## config.mk

```make
export PLATFORM = sky130hd
export DESIGN_NAME = gcd_job_sequencer_flat
export DESIGN_NICKNAME = d
export VERILOG_FILES = /design/src/rtl/gcd_job_sequencer_if.sv /design/src/rtl/gcd_job_sequencer.sv /design/src/flat_wrapper.sv
export SDC_FILE = /design/constraint.sdc
export NUM_CORES = 1
export LEC_CHECK = 0
export CORE_ASPECT_RATIO = 1.75
export CORE_UTILIZATION = 48
export CTS_CLUSTER_SIZE = 12
export DETAILED_ROUTE_END_ITERATION = 10
export PLACE_DENSITY = 0.81
export RECOVER_POWER = 100
export SLEW_MARGIN = 20
export SYNTH_ARGS = -nofsm -noshare
export SYNTH_HDL_FRONTEND = slang
export SYNTH_SLANG_ARGS = --single-unit
```

## constraint.sdc

```tcl
create_clock -name clk -period 2.3 [get_ports clk]
set_input_delay 0.575 -clock clk [delete_from_list [all_inputs] [get_ports clk]]
set_output_delay 0.575 -clock clk [all_outputs]
set_load 0.02 [all_outputs]
```

## src/rtl/gcd_job_sequencer_if.sv

```systemverilog
// rtl/gcd_job_sequencer_if.sv - job, core and result signal bundle for the GCD job sequencer
interface gcd_job_sequencer_if #(
    parameter int W = 16
);
    logic         in_valid;
    logic         in_ready;
    logic [W-1:0] in_a;
    logic [W-1:0] in_b;
    logic         gcd_clr;
    logic         gcd_start;
    logic [W-1:0] gcd_data_in;
    logic         gcd_done;
    logic [W-1:0] gcd_result;
    logic         out_valid;
    logic         out_ready;
    logic [W-1:0] out_gcd;
    logic         out_err;
    logic         busy;

    // Sequencer side: accepts jobs, drives the core, produces results.
    modport master (
        input  in_valid, in_a, in_b, gcd_done, gcd_result, out_ready,
        output in_ready, gcd_clr, gcd_start, gcd_data_in, out_valid, out_gcd, out_err, busy
    );

    // Environment side: job source, GCD core and result consumer.
    modport slave (
        output in_valid, in_a, in_b, gcd_done, gcd_result, out_ready,
        input  in_ready, gcd_clr, gcd_start, gcd_data_in, out_valid, out_gcd, out_err, busy
    );
endinterface

```

## src/rtl/gcd_job_sequencer.sv

```systemverilog
// rtl/gcd_job_sequencer.sv - feeds operand pairs to a subtractive GCD core with timeout and zero bypass
module gcd_job_sequencer #(
    parameter int W       = 16,
    parameter int TIMEOUT = 1000,
    parameter int CNT_W   = 16
) (
    input  logic                clk,
    input  logic                rst,
    gcd_job_sequencer_if.master bus
);
    typedef enum logic [2:0] {
        S_IDLE   = 3'd0,
        S_CLR    = 3'd1,
        S_LOAD_A = 3'd2,
        S_LOAD_B = 3'd3,
        S_RUN    = 3'd4,
        S_OUT    = 3'd5
    } state_t;

    localparam logic [CNT_W-1:0] CNT_LAST = CNT_W'(TIMEOUT - 1);
    localparam logic [CNT_W-1:0] CNT_ONE  = CNT_W'(1);

    state_t         state_q, state_d;
    logic [CNT_W-1:0] cnt_q, cnt_d;
    logic [W-1:0]   a_q, a_d;
    logic [W-1:0]   b_q, b_d;
    logic [W-1:0]   gcd_q, gcd_d;
    logic           err_q, err_d;

    always_ff @(posedge clk) begin
        if (rst) begin
            state_q <= S_IDLE;
            cnt_q   <= '0;
            a_q     <= '0;
            b_q     <= '0;
            gcd_q   <= '0;
            err_q   <= 1'b0;
        end else begin
            state_q <= state_d;
            cnt_q   <= cnt_d;
            a_q     <= a_d;
            b_q     <= b_d;
            gcd_q   <= gcd_d;
            err_q   <= err_d;
        end
    end

    always_comb begin
        state_d = state_q;
        cnt_d   = cnt_q;
        a_d     = a_q;
        b_d     = b_q;
        gcd_d   = gcd_q;
        err_d   = err_q;
        unique case (state_q)
            S_IDLE: begin
                if (bus.in_valid) begin
                    a_d = bus.in_a;
                    b_d = bus.in_b;
                    // A zero operand would never terminate in the subtractive core.
                    if ((bus.in_a == '0) || (bus.in_b == '0)) begin
                        gcd_d   = bus.in_a | bus.in_b;
                        err_d   = 1'b0;
                        state_d = S_OUT;
                    end else begin
                        state_d = S_CLR;
                    end
                end
            end
            S_CLR:    state_d = S_LOAD_A;
            S_LOAD_A: state_d = S_LOAD_B;
            S_LOAD_B: begin
                cnt_d   = '0;
                state_d = S_RUN;
            end
            S_RUN: begin
                cnt_d = cnt_q + CNT_ONE;
                if (bus.gcd_done) begin
                    gcd_d   = bus.gcd_result;
                    err_d   = 1'b0;
                    state_d = S_OUT;
                end else if (cnt_q == CNT_LAST) begin
                    gcd_d   = '0;
                    err_d   = 1'b1;
                    state_d = S_OUT;
                end
            end
            S_OUT: begin
                if (bus.out_ready) begin
                    state_d = S_IDLE;
                end
            end
            default: state_d = S_IDLE;
        endcase
    end

    // Every output is a decode of registered state; gcd_done never reaches an output directly.
    always_comb begin
        bus.gcd_data_in = '0;
        if (state_q == S_LOAD_A) begin
            bus.gcd_data_in = a_q;
        end else if (state_q == S_LOAD_B) begin
            bus.gcd_data_in = b_q;
        end
    end

    assign bus.in_ready  = (state_q == S_IDLE) && !rst;
    assign bus.gcd_clr   = (state_q == S_CLR);
    assign bus.gcd_start = (state_q == S_LOAD_A);
    assign bus.out_valid = (state_q == S_OUT);
    assign bus.out_gcd   = gcd_q;
    assign bus.out_err   = err_q;
    assign bus.busy      = (state_q != S_IDLE);
endmodule

```

## src/flat_wrapper.sv

```systemverilog
// flat-port wrapper written by rule: the top's interface ports become plain ports
module gcd_job_sequencer_flat 
#(
    parameter int W       = 16,
    parameter int TIMEOUT = 1000,
    parameter int CNT_W   = 16
)
  (clk, rst, bus_in_valid, bus_in_a, bus_in_b, bus_gcd_done, bus_gcd_result, bus_out_ready, bus_in_ready, bus_gcd_clr, bus_gcd_start, bus_gcd_data_in, bus_out_valid, bus_out_gcd, bus_out_err, bus_busy);
  gcd_job_sequencer_if #(.W(W)) bus_i ();
  input  logic clk;
  input  logic rst;
  input wire logic [$bits(bus_i.in_valid)-1:0] bus_in_valid;
  input wire logic [$bits(bus_i.in_a)-1:0] bus_in_a;
  input wire logic [$bits(bus_i.in_b)-1:0] bus_in_b;
  input wire logic [$bits(bus_i.gcd_done)-1:0] bus_gcd_done;
  input wire logic [$bits(bus_i.gcd_result)-1:0] bus_gcd_result;
  input wire logic [$bits(bus_i.out_ready)-1:0] bus_out_ready;
  output wire logic [$bits(bus_i.in_ready)-1:0] bus_in_ready;
  output wire logic [$bits(bus_i.gcd_clr)-1:0] bus_gcd_clr;
  output wire logic [$bits(bus_i.gcd_start)-1:0] bus_gcd_start;
  output wire logic [$bits(bus_i.gcd_data_in)-1:0] bus_gcd_data_in;
  output wire logic [$bits(bus_i.out_valid)-1:0] bus_out_valid;
  output wire logic [$bits(bus_i.out_gcd)-1:0] bus_out_gcd;
  output wire logic [$bits(bus_i.out_err)-1:0] bus_out_err;
  output wire logic [$bits(bus_i.busy)-1:0] bus_busy;
  assign bus_i.in_valid = bus_in_valid;
  assign bus_i.in_a = bus_in_a;
  assign bus_i.in_b = bus_in_b;
  assign bus_i.gcd_done = bus_gcd_done;
  assign bus_i.gcd_result = bus_gcd_result;
  assign bus_i.out_ready = bus_out_ready;
  assign bus_in_ready = bus_i.in_ready;
  assign bus_gcd_clr = bus_i.gcd_clr;
  assign bus_gcd_start = bus_i.gcd_start;
  assign bus_gcd_data_in = bus_i.gcd_data_in;
  assign bus_out_valid = bus_i.out_valid;
  assign bus_out_gcd = bus_i.out_gcd;
  assign bus_out_err = bus_i.out_err;
  assign bus_busy = bus_i.busy;
  gcd_job_sequencer #(.W(W), .TIMEOUT(TIMEOUT), .CNT_W(CNT_W)) u_core (.clk(clk), .rst(rst), .bus(bus_i));
endmodule
```

==> impl_metrics.py <==
metrics = {
    "run_status": {
        "status": "completed",
    },
    "synth": {
        "synthSimpleGateAreaFrac_pct": 27.8,
        "ys_seq_area_share_pct": 41.4,
        "synth_edf_count": 0,
        "synth_area_mm2": 0.00329,
        "synthTopCellsByArea": "dfxtp_1, nand2_1, a21oi_1",
        "ys_warn_count": 0,
        "synth.distinct_cells": 43,
        "synth_top_area_cell": "dfxtp_1",
        "synth_adder_area_share_pct": 0.380,
        "synthFlopType": "dfxtp_1",
        "synthArstFlopShare_pct": 0,
        "synth.mux.area_fraction_pct": 7.83,
        "synth_top_cell_area_share_pct": 41.4,
        "netlist_instances": 413,
        "synth_compound_area_share_pct": 18.6,
        "synth_nets": 467,
        "avgSynthCellArea_um2": 7.97,
        "ys_ff_latch": 68,
        "synth-xor-area-share_pct": 0,
        "synth_top_family_by_area": "simple AND/OR/NAND/NOR gates",
    },
    "timing": {
        "fmaxAchievable_ghz": 0.450,
        "finalSetupViolCount": 0,
        "min_period_ns": 2.22,
        "slew_viol_final": 0,
        "setup_tns_ns": 0,
        "rsz0062_at_grt": "false",
        "worst_pin_slew_ns": 0.841,
        "skew_ns": 0.00425,
        "hold_viol": 0,
        "slew_headroom_pct": 43.9,
        "min_period_over_period_pct": 96.6,
    },
    "die": {
        "pin_count": 91,
        "die_h_um": 112,
        "core_area_mm2": 0.00659,
        "dieArea_mm2": 0.00720,
        "fp.dieW_um": 64.6,
        "rows": 39,
        "start_util_pct": 50.0,
    },
    "clock_network": {
        "clk_pin_slew_ns": 0.05,
        "cts_htree_levels": 3,
        "cts_tree": "yes",
        "clockBufferDepth": 2,
        "cts_buffers": 9,
        "post_cts_buffers": 0,
        "cts.sinks": 68,
        "root_buffer": "clkbuf_16",
        "clkLatencyLatePin_ns": 0.34,
    },
    "global_routing": {
        "overflow": 0,
        "antenna_found_initial": 0,
        "grt_pass1_vias": 3307,
        "grtUsageTotal_pct": 29.3,
        "grt_max_degree": 86,
        "grt_pass1_wl_mm": 15.9,
    },
    "min_path": {
        "hp-class": "flip-flop to flip-flop",
    },
    "route": {
        "dr.pass1.iters": 4,
        "dr.first_iter.drc_count": 292,
        "drt-vias-per-instance": 5.57,
        "drc": 0,
        "detail-route-antenna-nets": 0,
        "routed_wl_mm": 9.80,
        "wl_per_cell_um": 16.1,
        "vias": 3388,
    },
    "setup_path": {
        "cp-end-kind": "output pin",
        "path_class": "flip-flop to output pin",
        "r2r_end": "u_core.bus.out_gcd[10]",
        "critPathArrivalTime_ns": 1.65,
        "ff2ff_setup_slack_ns": 0.09,
        "cp_slowest_cell": "dfxtp_2",
        "cp_cell_sequence": "nor3b_2, buf_4, a22o_1, dlygate4sd2_1",
        "path_max_fanout": 12,
        "cp-start-kind": "flip-flop",
        "ff2ff_path_depth": 7,
        "cp_data_required_time_ns": 1.73,
        "crit_start": "u_core.state_q[2]",
        "slowest_delay_ns": 0.36,
        "worstSetupEndpoint": "bus_gcd_data_in[6]",
        "r2r-start": "u_core.state_q[2]",
    },
    "placement": {
        "portBuffers": 90,
        "place_area_mm2": 0.00449,
        "gp_congestion": 0.875,
        "dp.final_hpwl_mm": 7.08,
    },
    "power": {
        "leakagePower_nw": 1.95,
        "p_total_mw": 2.95,
        "power.density_mw_per_mm2": 628,
        "peakVddDrop_v": 0.000574,
    },
    "cells_and_area": {
        "final_common_cell": "nand2_1",
        "final_cell_area_mm2": 0.00470,
        "nets": 577,
        "mostFrequentLayoutCells": "nand2_1, dfxtp_1, a21oi_1",
        "final_util_pct": 71.3,
        "drive_gt1_share_pct": 15.2,
        "syn2layout_area_growth_pct": 42.7,
        "diodes": 0,
    },
    "run": {
        "cap_violations": 0,
    },
}
-- cell usage after synthesis (2+ instances only) --
cell      instances
a21oi_1          57
a22o_1           16
a311oi_1          2
and3_1            6
buf_2             3
clkbuf_1         26
dfxtp_1          68
mux2_1            3
mux2_2           19
nand2_1          78
nand3_1          23
nand3b_1          2
nand4_1           3
nand4b_1          2
nor2_1           28
nor2b_1          17
nor3_1            5
nor3b_1           2
nor4_1            9
o21a_1            2
o21ai_0          19
or4_1             2
-- worst min-delay path by stage --
stage,start,to,slack [ns],depth (start not counted)
3_5_place_dp,u_core.b_q[13],u_core.b_q[13],0.45,2
3_3_place_gp,u_core.b_q[4],u_core.b_q[4],0.44,2
2_1_floorplan,u_core.b_q[0],u_core.b_q[0],0.44,2
4_1_cts,u_core.b_q[13],u_core.b_q[13],0.45,2
6_report,u_core.b_q[12],u_core.b_q[12],0.45,2
5_1_grt,u_core.b_q[13],u_core.b_q[13],0.47,2
-- critical path: cells and delay by family, from the launching register on --
family | cells | cell delay, ns
flip-flops | 1 | 0.36
AND/OR/NAND/NOR | 1 | 0.22
buffers and inverters | 2 | 0.58
AO/OA/AOI/OAI | 1 | 0.15
-- metal layers --
metal  part of all wire (%)  routed length (µm)  vias to the layer above  track usage [%]
met5                      0                   0                        -                0
met4                    3.8                 376                        0             15.1
met3                    3.6                 356                       25             6.86
met2                     55                5440                       99             53.0
met1                     37                3630                     1592             30.4
li1                       -                   -                     1672                -
-- through the flow --
step,hold WS [ns],cells,worst slack (ns)
2_1_floorplan,0.436,413,0.0804
3_3_place_gp,0.442,594,-0.128
3_5_place_dp,0.448,594,-0.175
4_1_cts,0.453,608,0.0213
5_1_grt,0.474,608,0.00560
6_report,0.453,608,0.0787
-- logic make-up after synthesis --
logic type	Yosys count
simple gates	186
mux	23
flops	68
fa+ha+maj	1
compound gates	103
buf+inv	32
-- timing repair --
action                                  4_1_cts  5_1_grt
endpoints found under the setup margin       19       30
hold endpoints to repair                      0        0
gates resized for setup                      19        6
hold buffers                                  0        0
-- state kept, by name, summed over array words and instances, names as in the netlist --
register,count
u_core.bus.out_gcd,16
u_core.state_q,3
u_core.cnt_q,16
u_core.b_q,16
u_core.a_q,16
u_core.bus.out_err,1
-- report_power, final --
| group | leakage (nW) | internal, mW | switching (mW) | total (mW) |
|---|---|---|---|---|
| combinational | 1.27 | 0.217 | 0.252 | 0.470 |
| sequential | 0.553 | 1.23 | 0.0305 | 1.27 |
| clock | 0.131 | 0.739 | 0.473 | 1.21 |
| total | 1.95 | 2.19 | 0.756 | 2.95 |
-- layout make-up --
cell class                 count  area, µm²
clock buffer                  11        243
clock inverter                 3       15.0
fill                         579       1890
inverter                       1       3.75
multi-input combinational    313       1790
sequential                    68       1360
tap                           82        103
timing repair buffer         130       1180
(Power assumes the default switching activity.)
